===== src/rtl/button_gesture_pkg.sv =====
// Shared state encodings, counter-width helper and register macro for button_gesture.
// Encodings are fixed 3-bit values so the reset state (WAIT_RELEASE) is all-zero.
`define BUTTON_GESTURE_DFF(q, d, rstval) always_ff @(posedge i_clk or posedge i_rst) if (i_rst) q <= rstval; else if (i_cg) q <= d;

package button_gesture_pkg;

  localparam logic [2:0] ENC_WAIT_RELEASE = 3'd0;
  localparam logic [2:0] ENC_IDLE         = 3'd1;
  localparam logic [2:0] ENC_PRESSED1     = 3'd2;
  localparam logic [2:0] ENC_LONG_HELD    = 3'd3;
  localparam logic [2:0] ENC_WAIT_SECOND  = 3'd4;
  localparam logic [2:0] ENC_PRESSED2     = 3'd5;

  typedef enum logic [2:0] {
    ST_WAIT_RELEASE = ENC_WAIT_RELEASE,
    ST_IDLE         = ENC_IDLE,
    ST_PRESSED1     = ENC_PRESSED1,
    ST_LONG_HELD    = ENC_LONG_HELD,
    ST_WAIT_SECOND  = ENC_WAIT_SECOND,
    ST_PRESSED2     = ENC_PRESSED2
  } state_t;

  // Counter only has to reach the larger threshold minus one; gap is ignored without double-press.
  function automatic int cnt_width(input int long_cycles, input int gap_cycles, input bit double_en);
    int m;
    m = long_cycles;
    if (double_en && (gap_cycles > long_cycles)) m = gap_cycles;
    return $clog2(m + 1);
  endfunction

endpackage


===== src/rtl/button_gesture.sv =====
// Classifies debounced button gestures into short / long / double pulses, all outputs registered.
// Double-press detection is built only when BUTTON_GESTURE_DOUBLE_EN is defined.
module button_gesture
  import button_gesture_pkg::*;
#(
  parameter int LONG_CYCLES = 16,
  parameter int GAP_CYCLES  = 8
) (
  input  logic i_clk,
  input  logic i_rst,
  input  logic i_cg,
  input  logic i_debounced,
  output logic o_shortPress,
  output logic o_longPress,
  output logic o_doublePress,
  output logic o_held,
  output logic o_busy
);

`ifdef BUTTON_GESTURE_DOUBLE_EN
  localparam bit DOUBLE_EN = 1'b1;
`else
  localparam bit DOUBLE_EN = 1'b0;
`endif

  localparam int CNT_W = cnt_width(LONG_CYCLES, GAP_CYCLES, DOUBLE_EN);
  localparam logic [CNT_W-1:0] LONG_LAST = CNT_W'(LONG_CYCLES - 1);
  localparam logic [CNT_W-1:0] CNT_ONE   = CNT_W'(1);
`ifdef BUTTON_GESTURE_DOUBLE_EN
  localparam logic [CNT_W-1:0] GAP_LAST  = CNT_W'(GAP_CYCLES - 1);
`endif

  if (LONG_CYCLES < 2 || GAP_CYCLES < 2) begin : g_param_check
    $error("button_gesture: LONG_CYCLES and GAP_CYCLES must both be at least 2");
  end

  state_t           state, state_nxt;
  logic [CNT_W-1:0] cnt, cnt_nxt;
  logic             short_nxt, long_nxt, double_nxt, held_nxt, busy_nxt;

  `BUTTON_GESTURE_DFF(state, state_nxt, ST_WAIT_RELEASE)
  `BUTTON_GESTURE_DFF(cnt, cnt_nxt, '0)
  `BUTTON_GESTURE_DFF(o_shortPress, short_nxt, 1'b0)
  `BUTTON_GESTURE_DFF(o_longPress, long_nxt, 1'b0)
  `BUTTON_GESTURE_DFF(o_doublePress, double_nxt, 1'b0)
  `BUTTON_GESTURE_DFF(o_held, held_nxt, 1'b0)
  `BUTTON_GESTURE_DFF(o_busy, busy_nxt, 1'b0)

  always_comb begin
    state_nxt  = state;
    cnt_nxt    = cnt;
    short_nxt  = 1'b0;
    long_nxt   = 1'b0;
    double_nxt = 1'b0;
    case (state)
      ST_WAIT_RELEASE: begin
        if (!i_debounced) state_nxt = ST_IDLE;
      end
      ST_IDLE: begin
        if (i_debounced) begin
          state_nxt = ST_PRESSED1;
          cnt_nxt   = CNT_ONE;
        end
      end
      ST_PRESSED1: begin
        if (i_debounced) begin
          if (cnt == LONG_LAST) begin
            long_nxt  = 1'b1;
            state_nxt = ST_LONG_HELD;
          end else begin
            cnt_nxt = cnt + CNT_ONE;
          end
        end else begin
`ifdef BUTTON_GESTURE_DOUBLE_EN
          state_nxt = ST_WAIT_SECOND;
          cnt_nxt   = CNT_ONE;
`else
          short_nxt = 1'b1;
          state_nxt = ST_IDLE;
`endif
        end
      end
      ST_LONG_HELD: begin
        if (!i_debounced) state_nxt = ST_IDLE;
      end
`ifdef BUTTON_GESTURE_DOUBLE_EN
      ST_WAIT_SECOND: begin
        if (i_debounced) begin
          state_nxt = ST_PRESSED2;
        end else if (cnt == GAP_LAST) begin
          short_nxt = 1'b1;
          state_nxt = ST_IDLE;
        end else begin
          cnt_nxt = cnt + CNT_ONE;
        end
      end
      ST_PRESSED2: begin
        if (!i_debounced) begin
          double_nxt = 1'b1;
          state_nxt  = ST_IDLE;
        end
      end
`endif
      default: begin
        state_nxt = ST_WAIT_RELEASE;
        cnt_nxt   = '0;
      end
    endcase
    // Level outputs are registered from the next state so they line up with the pulses.
    held_nxt = (state_nxt == ST_LONG_HELD);
    busy_nxt = (state_nxt != ST_IDLE) && (state_nxt != ST_WAIT_RELEASE);
  end

endmodule


===== config.mk =====
export PLATFORM = sky130hd
export DESIGN_NAME = button_gesture
export DESIGN_NICKNAME = d
export VERILOG_FILES = /design/src/rtl/button_gesture_pkg.sv /design/src/rtl/button_gesture.sv
export SDC_FILE = /design/constraint.sdc
export NUM_CORES = 1
export LEC_CHECK = 0
export BUFFER_PORTS_ARGS = -buffer_cell sky130_fd_sc_hd__buf_2
export CORE_AREA = 3 3 40 42
export DETAILED_ROUTE_END_ITERATION = 8
export DIE_AREA = 0 0 43 45
export GPL_TIMING_DRIVEN = 0
export PLACE_DENSITY = 0.73
export SETUP_SLACK_MARGIN = 0.15
export SYNTH_ARGS = -nofsm -noshare
export SYNTH_HDL_FRONTEND = slang
export SYNTH_SLANG_ARGS = --single-unit

===== constraint.sdc =====
create_clock -name i_clk -period 2.2 [get_ports i_clk]
set_input_delay 0.44 -clock i_clk [delete_from_list [all_inputs] [get_ports i_clk]]
set_output_delay 0.44 -clock i_clk [all_outputs]
set_load 0.02 [all_outputs]

# ---- Word-level counts from Yosys, hierarchy flattened
# Index checks and enable logic that the tools add are counted.
dict set report classes {
  addsub 1
  n_eq_ne 9
  mux 14
  bitwise 1
  n_reduce_logical 5
}
# cell count
set op_table {}
lappend op_table {{$mux W5} 3}
lappend op_table {{$pmux W5 S3} 1}
lappend op_table {{$mux W3} 4}
lappend op_table {{$eq A3 B2 Y1 const B} 3}
lappend op_table {{$pmux W3 S3} 1}
lappend op_table {{$ne A2 B2 Y1 const B} 3}
lappend op_table {{$add A5 B1 Y5 const B} 1}
lappend op_table {{$eq A5 B4 Y1 const B} 1}
lappend op_table {{$mux W1} 5}
lappend op_table {{$reduce_and A5 Y1} 1}
lappend op_table {{$eq A3 B1 Y1 const B} 1}
lappend op_table {{$logic_not A3 Y1} 1}
lappend op_table {{$ne A3 B1 Y1 const B} 1}
lappend op_table {{$reduce_bool A3 Y1} 1}
lappend op_table {{$reduce_or A2 Y1} 1}
lappend op_table {{$logic_and A1 B1 Y1} 1}
lappend op_table {{$not A1 Y1} 1}
dict set report totals {
  ff_bits 12
  in_bits 4
  elab_cells 36
}

# ---- Logic depth before layout (Yosys ltp)
# Gate-level depths: netlist of the first run.
dict set report depth {
  depth_word 6
  mapped_depth 7
  depth_no_buf 7
}

# ---- Least setup slack after synthesis of the first run
# No wires, ideal clock.
dict set report synth_timing {
  path_kind {flip-flop to flip-flop}
  from {reg cnt[0]}
  to {reg cnt[3]}
  setup_time_ns 0.078
  arrival_time_ns 1.790
  t_required_ns 2.122
  path_slack_ns 0.332
  stages_incl_launch_ff 8
  synth_period_minus_slack_ns 1.868
  cell_sequence {dfrtp_1 ha_1 and3_1 ha_1 nor3b_4 o31ai_4 or3_1 a21boi_1}
}
dict set report synth_via {
  elab_chain_cells 4
}
# item line_no
set synth_lines {}
lappend synth_lines {{start, declared} button_gesture.sv:38} ;# logic [CNT_W-1:0] cnt, cnt_nxt;
lappend synth_lines {{$add A5 B1 Y5} button_gesture.sv:71} ;# cnt_nxt = cnt + CNT_ONE;
lappend synth_lines {{$mux W5} button_gesture.sv:67} ;# if (cnt == LONG_LAST) begin
lappend synth_lines {{$mux W5} button_gesture.sv:66} ;# if (i_debounced) begin
lappend synth_lines {{$pmux W5 S3} button_gesture.sv:55} ;# case (state)
# Parallel ways exist; a longest one is shown, timed or not. The select of a mux whose other input is x is not followed.
# A chain may end at the register's enable or synchronous reset.

# ---- Worst setup path in the final report of the first run
# Ends and elaborated chain as after synthesis.

==> flow_metrics.tcl, run 1 <==
set metrics [dict create \
    rsz0062_at_grt "no" \
    die_x_um 43 \
    num_rows 13 \
    worst-r2r-cell-count 7 \
    m1WireLength_um 570 \
    max_freq_mhz 510.1 \
    peakVddDrop_v 0.0006383 \
    post_cts_buffers 0 \
    syn_nets 73 \
    h-tree-depth 1 \
    grt_pass1_wl_um 2042 \
    setup_viol 0 \
    r2r_end "cnt[3]" \
    placed_cells 89 \
    cellPowerDensity_nw_per_um2 774.7 \
    critical_path.max_stage_delay_ps 420 \
    fin_tns_setup_ps 0 \
    drt-initial-drc-count 10 \
    ant_nets 0 \
    fill_cells 116 \
    clk_latency_ps 270 \
    coreArea_um2 1285 \
    dieArea_um2 1935 \
    finalCritPeriodShare_pct 89.10 \
    syn_to_final_growth_pct 13.99 \
    seq_area_frac_synth_pct 45.37 \
    dp_hpwl_um 897.8 \
    die_h_um 45 \
    cp_cell_sequence "ha_1 -> and3_1 -> ha_2 -> nor3b_4 -> o31ai_4 -> or3_1 -> a21boi_1" \
    path_class "flip-flop to flip-flop" \
    clkSinkCount 12 \
    initial_utilization_pct 51.51 \
    ys_ff_latch 12 \
    r2r-start "cnt[0]" \
    status "finished clean" \
    synth_top_area_cell "dfrtp_1" \
    cp-startpoint "cnt[0]" \
    slew_violations 0 \
    stdcell_count 93 \
    vias 486 \
    routed_wl_um 1228 \
    cts_buffer_depth 2 \
    grtUsageTotal_pct 14.65 \
    dr_wl_met2_um 580 \
    crit_required_ps 2400 \
    avgSynthCellArea_um2 9.879 \
    period_needed_ps 1960 \
    route.met3.wl_um 59 \
    cp_slowest_cell "dfrtp_1" \
    fin_skew_ps 0.3833 \
    critPathCapture "cnt[3]" \
    cp_data_arrival_time_ps 2160 \
    grt_overflow 0 \
    ioPinCount 9 \
    leakagePower_nw 0.3568 \
    antenna_found_initial 0 \
    layout_commonest_cell "dfrtp_1" \
    diodes 0 \
    synth_area_um2 661.9 \
    drive_gt1_share_pct 26.92 \
    grt_pass1_vias 441 \
    root_buffer "clkbuf_4" \
    path_max_fanout 10 \
    start_kind "flip-flop" \
    layout_common_cells "dfrtp_1, inv_1, buf_2" \
    r2r_slack_ps 240 \
    wl_per_cell_um 13.20 \
    max_cap_violations 0 \
    drtPass1Iterations 3 \
    worst_hold_path_type "input port to asynchronous set/reset pin" \
    io_buffers 7 \
    yosysUniqueCellTypes 30 \
    cts_tree "done" \
    grt_max_degree 13 \
    synth.area.top_cells "dfrtp_1, inv_1, ha_1, o21a_1, o31ai_1" \
    highest_layer "met4" \
    viasPerCell 5.226 \
    synth_top_area_share_pct 45.37 \
    netlist_instances 67 \
    cts_buffers 3 \
    fin_nets 85 \
    ys_warn_count 0 \
    hold_viol_final 0 \
    gp_congestion 0.8194 \
    clkTransAtPathRegs_ps 70 \
    drc 0 \
    end_kind "flip-flop" \
]
[final cells by class]
| type | count | area [um2] | area share [%] |
|---|---|---|---|
| Multi-Input combinational cell | 43 | 304.0 | 40.30 |
| Sequential cell | 12 | 300.3 | 39.80 |
| Clock buffer | 4 | 36.28 | 4.809 |
| Timing Repair Buffer | 7 | 35.03 | 4.643 |
| Buffer | 4 | 30.03 | 3.980 |
| Inverter | 8 | 30.03 | 3.980 |
| Tap cell | 15 | 18.77 | 2.488 |
[repair_timing]
item / CTS / global route
gates resized for setup: 0 / 1
setup endpoints to repair: 0 / 1
hold buffers: 0 / 0
endpoints found under the hold margin: 0 / 0
[metrics by stage]
| stage | setup slack (ps) | utilization, % | area [um2] | hold slack [ps] | power [mW] |
|---|---|---|---|---|---|
| 4_1_cts | 188.0 | 58.52 | 752.0 | 172.4 | 0.5913 |
| 3_3_place_gp | 240.9 | 55.70 | 715.7 | 460.3 | 0.4073 |
| 3_5_place_dp | 204.2 | 55.70 | 715.7 | 470.8 | 0.4156 |
| 2_1_floorplan | 332.2 | - | 661.9 | 304.7 | 0.3788 |
| 5_1_grt | 161.2 | 58.71 | 754.5 | 184.8 | 0.6218 |
| 6_report | 239.7 | 58.71 | 754.5 | 165.4 | 0.5845 |
[cells in the mapped netlist (all sizes together)]
| library cell | n |
|---|---|
| dfrtp | 12 |
| inv | 8 |
| o21ai | 4 |
| o31ai | 4 |
| a21oi | 3 |
| buf | 3 |
| nand2 | 3 |
| nor2 | 3 |
| nor2b | 3 |
| o21a | 3 |
| and3 | 2 |
| ha | 2 |
| nand3 | 2 |
| nor3 | 2 |
| or3 | 2 |
| a21boi | 1 |
| a21o | 1 |
| and2b | 1 |
| clkbuf | 1 |
| conb | 1 |
| mux2 | 1 |
| nand2b | 1 |
| nor3b | 1 |
| o2111ai | 1 |
| o211ai | 1 |
| o22ai | 1 |
[worst min path at each step]
| stage | startpoint | to | slack, ps |
|---|---|---|---|
| after CTS | i_rst | state[0] | 170 |
| after global placement | cnt[4] | cnt[4] | 460 |
| after detailed placement | i_rst | cnt[3] | 470 |
| final | i_rst | cnt[3] | 170 |
| after floorplan | i_rst | cnt[0] | 300 |
| after global routing | i_rst | cnt[2] | 180 |
[state kept, by name, summed over array words and instances, names as in the netlist]
signal / count
cnt: 5
o_busy: 1
state: 3
o_longPress: 1
o_held: 1
o_shortPress: 1
[where the power goes]
part	leakage (nW)	internal [mW]	switching, mW
clock network	0.0210	0.101	0.0710
registers	0.159	0.249	0.0257
logic	0.177	0.0582	0.0802
total	0.357	0.408	0.177
[cell families after synthesis]
| family | share of synthesized area (%) |
|---|---|
| simple gates | 18.53 |
| flops | 45.37 |
| other cells | 0.5666 |
| fa+ha+maj | 3.780 |
| buf+inv | 9.073 |
| compound gates | 20.98 |
| mux | 1.701 |
[metal layers]
metal / vias to the layer above / global-route usage [%]
met3: 4 / 5.976
met5: - / 0
met2: 9 / 23.65
li1: 249 / -
met1: 224 / 17.72
met4: 0 / 5.422
[worst max-delay path, delay by kind of cell, from the launching register on]
family	cells	cell delay, ps
AND/OR/NAND/NOR	3	780
adder cells (fa/ha/maj)	2	420
flip-flops	1	420
AO/OA/AOI/OAI	2	270
No activity file was read; power rests on OpenSTA's default activity.
==> run 2, diff against run 1 <==
GPL_ROUTABILITY_DRIVEN = 0   (was not set)
GPL_TIMING_DRIVEN = not set   (was 0)
==> flow_metrics.tcl, run 2 (synthesized netlist as in run 1, its figures left out) <==
set metrics [dict create \
    drt-initial-drc-count 5 \
    die_h_um 45 \
    die_x_um 43 \
    wl_per_cell_um 13.09 \
    peakVddDrop_v 0.0004024 \
    antenna_found_initial 0 \
    cts_buffer_depth 2 \
    grt_overflow 0 \
    period_needed_ps 1941 \
    crit_required_ps 2400 \
    fin_nets 83 \
    routed_wl_um 1178 \
    ant_nets 0 \
    grt_pass1_wl_um 1932 \
    grtUsageTotal_pct 14.09 \
    stdcell_count 90 \
    leakagePower_nw 0.3416 \
    start_kind "flip-flop" \
    drc 0 \
    fill_cells 120 \
    clk_latency_ps 280 \
    setup_viol 0 \
    ioPinCount 9 \
    dp_slack_ps 198.0 \
    io_buffers 7 \
    worst-r2r-cell-count 7 \
    grt_max_degree 15 \
    post-route-worst-setup-slack_ps 259.2 \
    drtPass1Iterations 2 \
    slew_violations 0 \
    fin_skew_ps 0.9636 \
    cp_data_arrival_time_ps 2150 \
    vias 492 \
    layout_commonest_cell "dfrtp_1" \
    initial_utilization_pct 51.51 \
    root_buffer "clkbuf_4" \
    syn_to_final_growth_pct 9.641 \
    drive_gt1_share_pct 25.33 \
    clkSinkCount 12 \
    h-tree-depth 1 \
    dieArea_um2 1935 \
    hold_viol_final 0 \
    layout_common_cells "dfrtp_1, inv_1, buf_2" \
    rsz0062_at_grt "no" \
    cts_hold_buf 0 \
    path_class "flip-flop to flip-flop" \
    path_max_fanout 10 \
    viasPerCell 5.467 \
    dp_hpwl_um 810.3 \
    clkTransAtPathRegs_ps 70 \
    max_cap_violations 0 \
    finalCritPeriodShare_pct 88.22 \
    end_kind "flip-flop" \
    grt_pass1_vias 434 \
    diodes 0 \
    cts_tree "done" \
    num_rows 13 \
    worst_hold_path_type "input port to asynchronous set/reset pin" \
    fin_tns_setup_ps 0 \
    cts_buffers 3 \
    cellPowerDensity_nw_per_um2 774.6 \
    p_total_uw 562.1 \
    largest_register_ffs 5 \
    placed_cells 85 \
    coreArea_um2 1285 \
    max_freq_mhz 515.3 \
    status "finished clean" \
]
## run 2: path summary, 6_finish.rpt
path | from | endpoint | slack (ps)
hold / removal | i_rst | o_shortPress | 160
min in group i_clk | i_debounced | o_longPress | 480
setup / recovery | cnt[0] | cnt[3] | 260
hold reg to reg | cnt[4] | cnt[4] | 490
setup reg to reg | cnt[0] | cnt[3] | 260
max in group asynchronous | i_rst | state[2] | 1720
## run 2: metrics by stage
step	utilization [%]	hold slack, ps	area (um2)
global route	56.48	178.8	725.7
global placement	53.36	465.4	685.7
finish	56.48	160.7	725.7
floorplan	-	304.7	661.9
CTS	55.11	169.4	708.2
detailed placement	53.36	469.5	685.7
## run 2: timing repair
action | CTS | global route
setup buffers | 0 | 2
setup endpoints to repair | 0 | 1
gates resized for setup | 0 | 1
hold endpoints to repair | 0 | 0
## run 2: routing by layer
layer,GRT usage [%],share of wire (%),vias up
met2,20.96,46,9
met4,12.65,3.5,0
met1,17.54,47,228
li1,-,-,250
met5,0,0,-
met3,2.390,3.7,5
## run 2: worst max-delay path, stage by stage, from the launching register on
cell      delay (ps)
dfrtp_1          410
ha_1             220
and3_1           180
ha_2             200
nor3b_4          230
o31ai_4          120
or3_1            370
a21boi_1         140
## run 2: final cells by class
cell class	count	area (um2)	share of cell area, %
multi-input combinational	43	304.0	41.90
sequential	12	300.3	41.38
timing repair buffer	9	50.05	6.897
inverter	8	30.03	4.138
clock buffer	3	22.52	3.103
tap	15	18.77	2.586
## run 2: where the power goes
group          internal (mW)  switching [mW]
logic                 0.0707          0.0736
registers              0.249          0.0314
clock network         0.0635          0.0744
total                  0.383           0.179
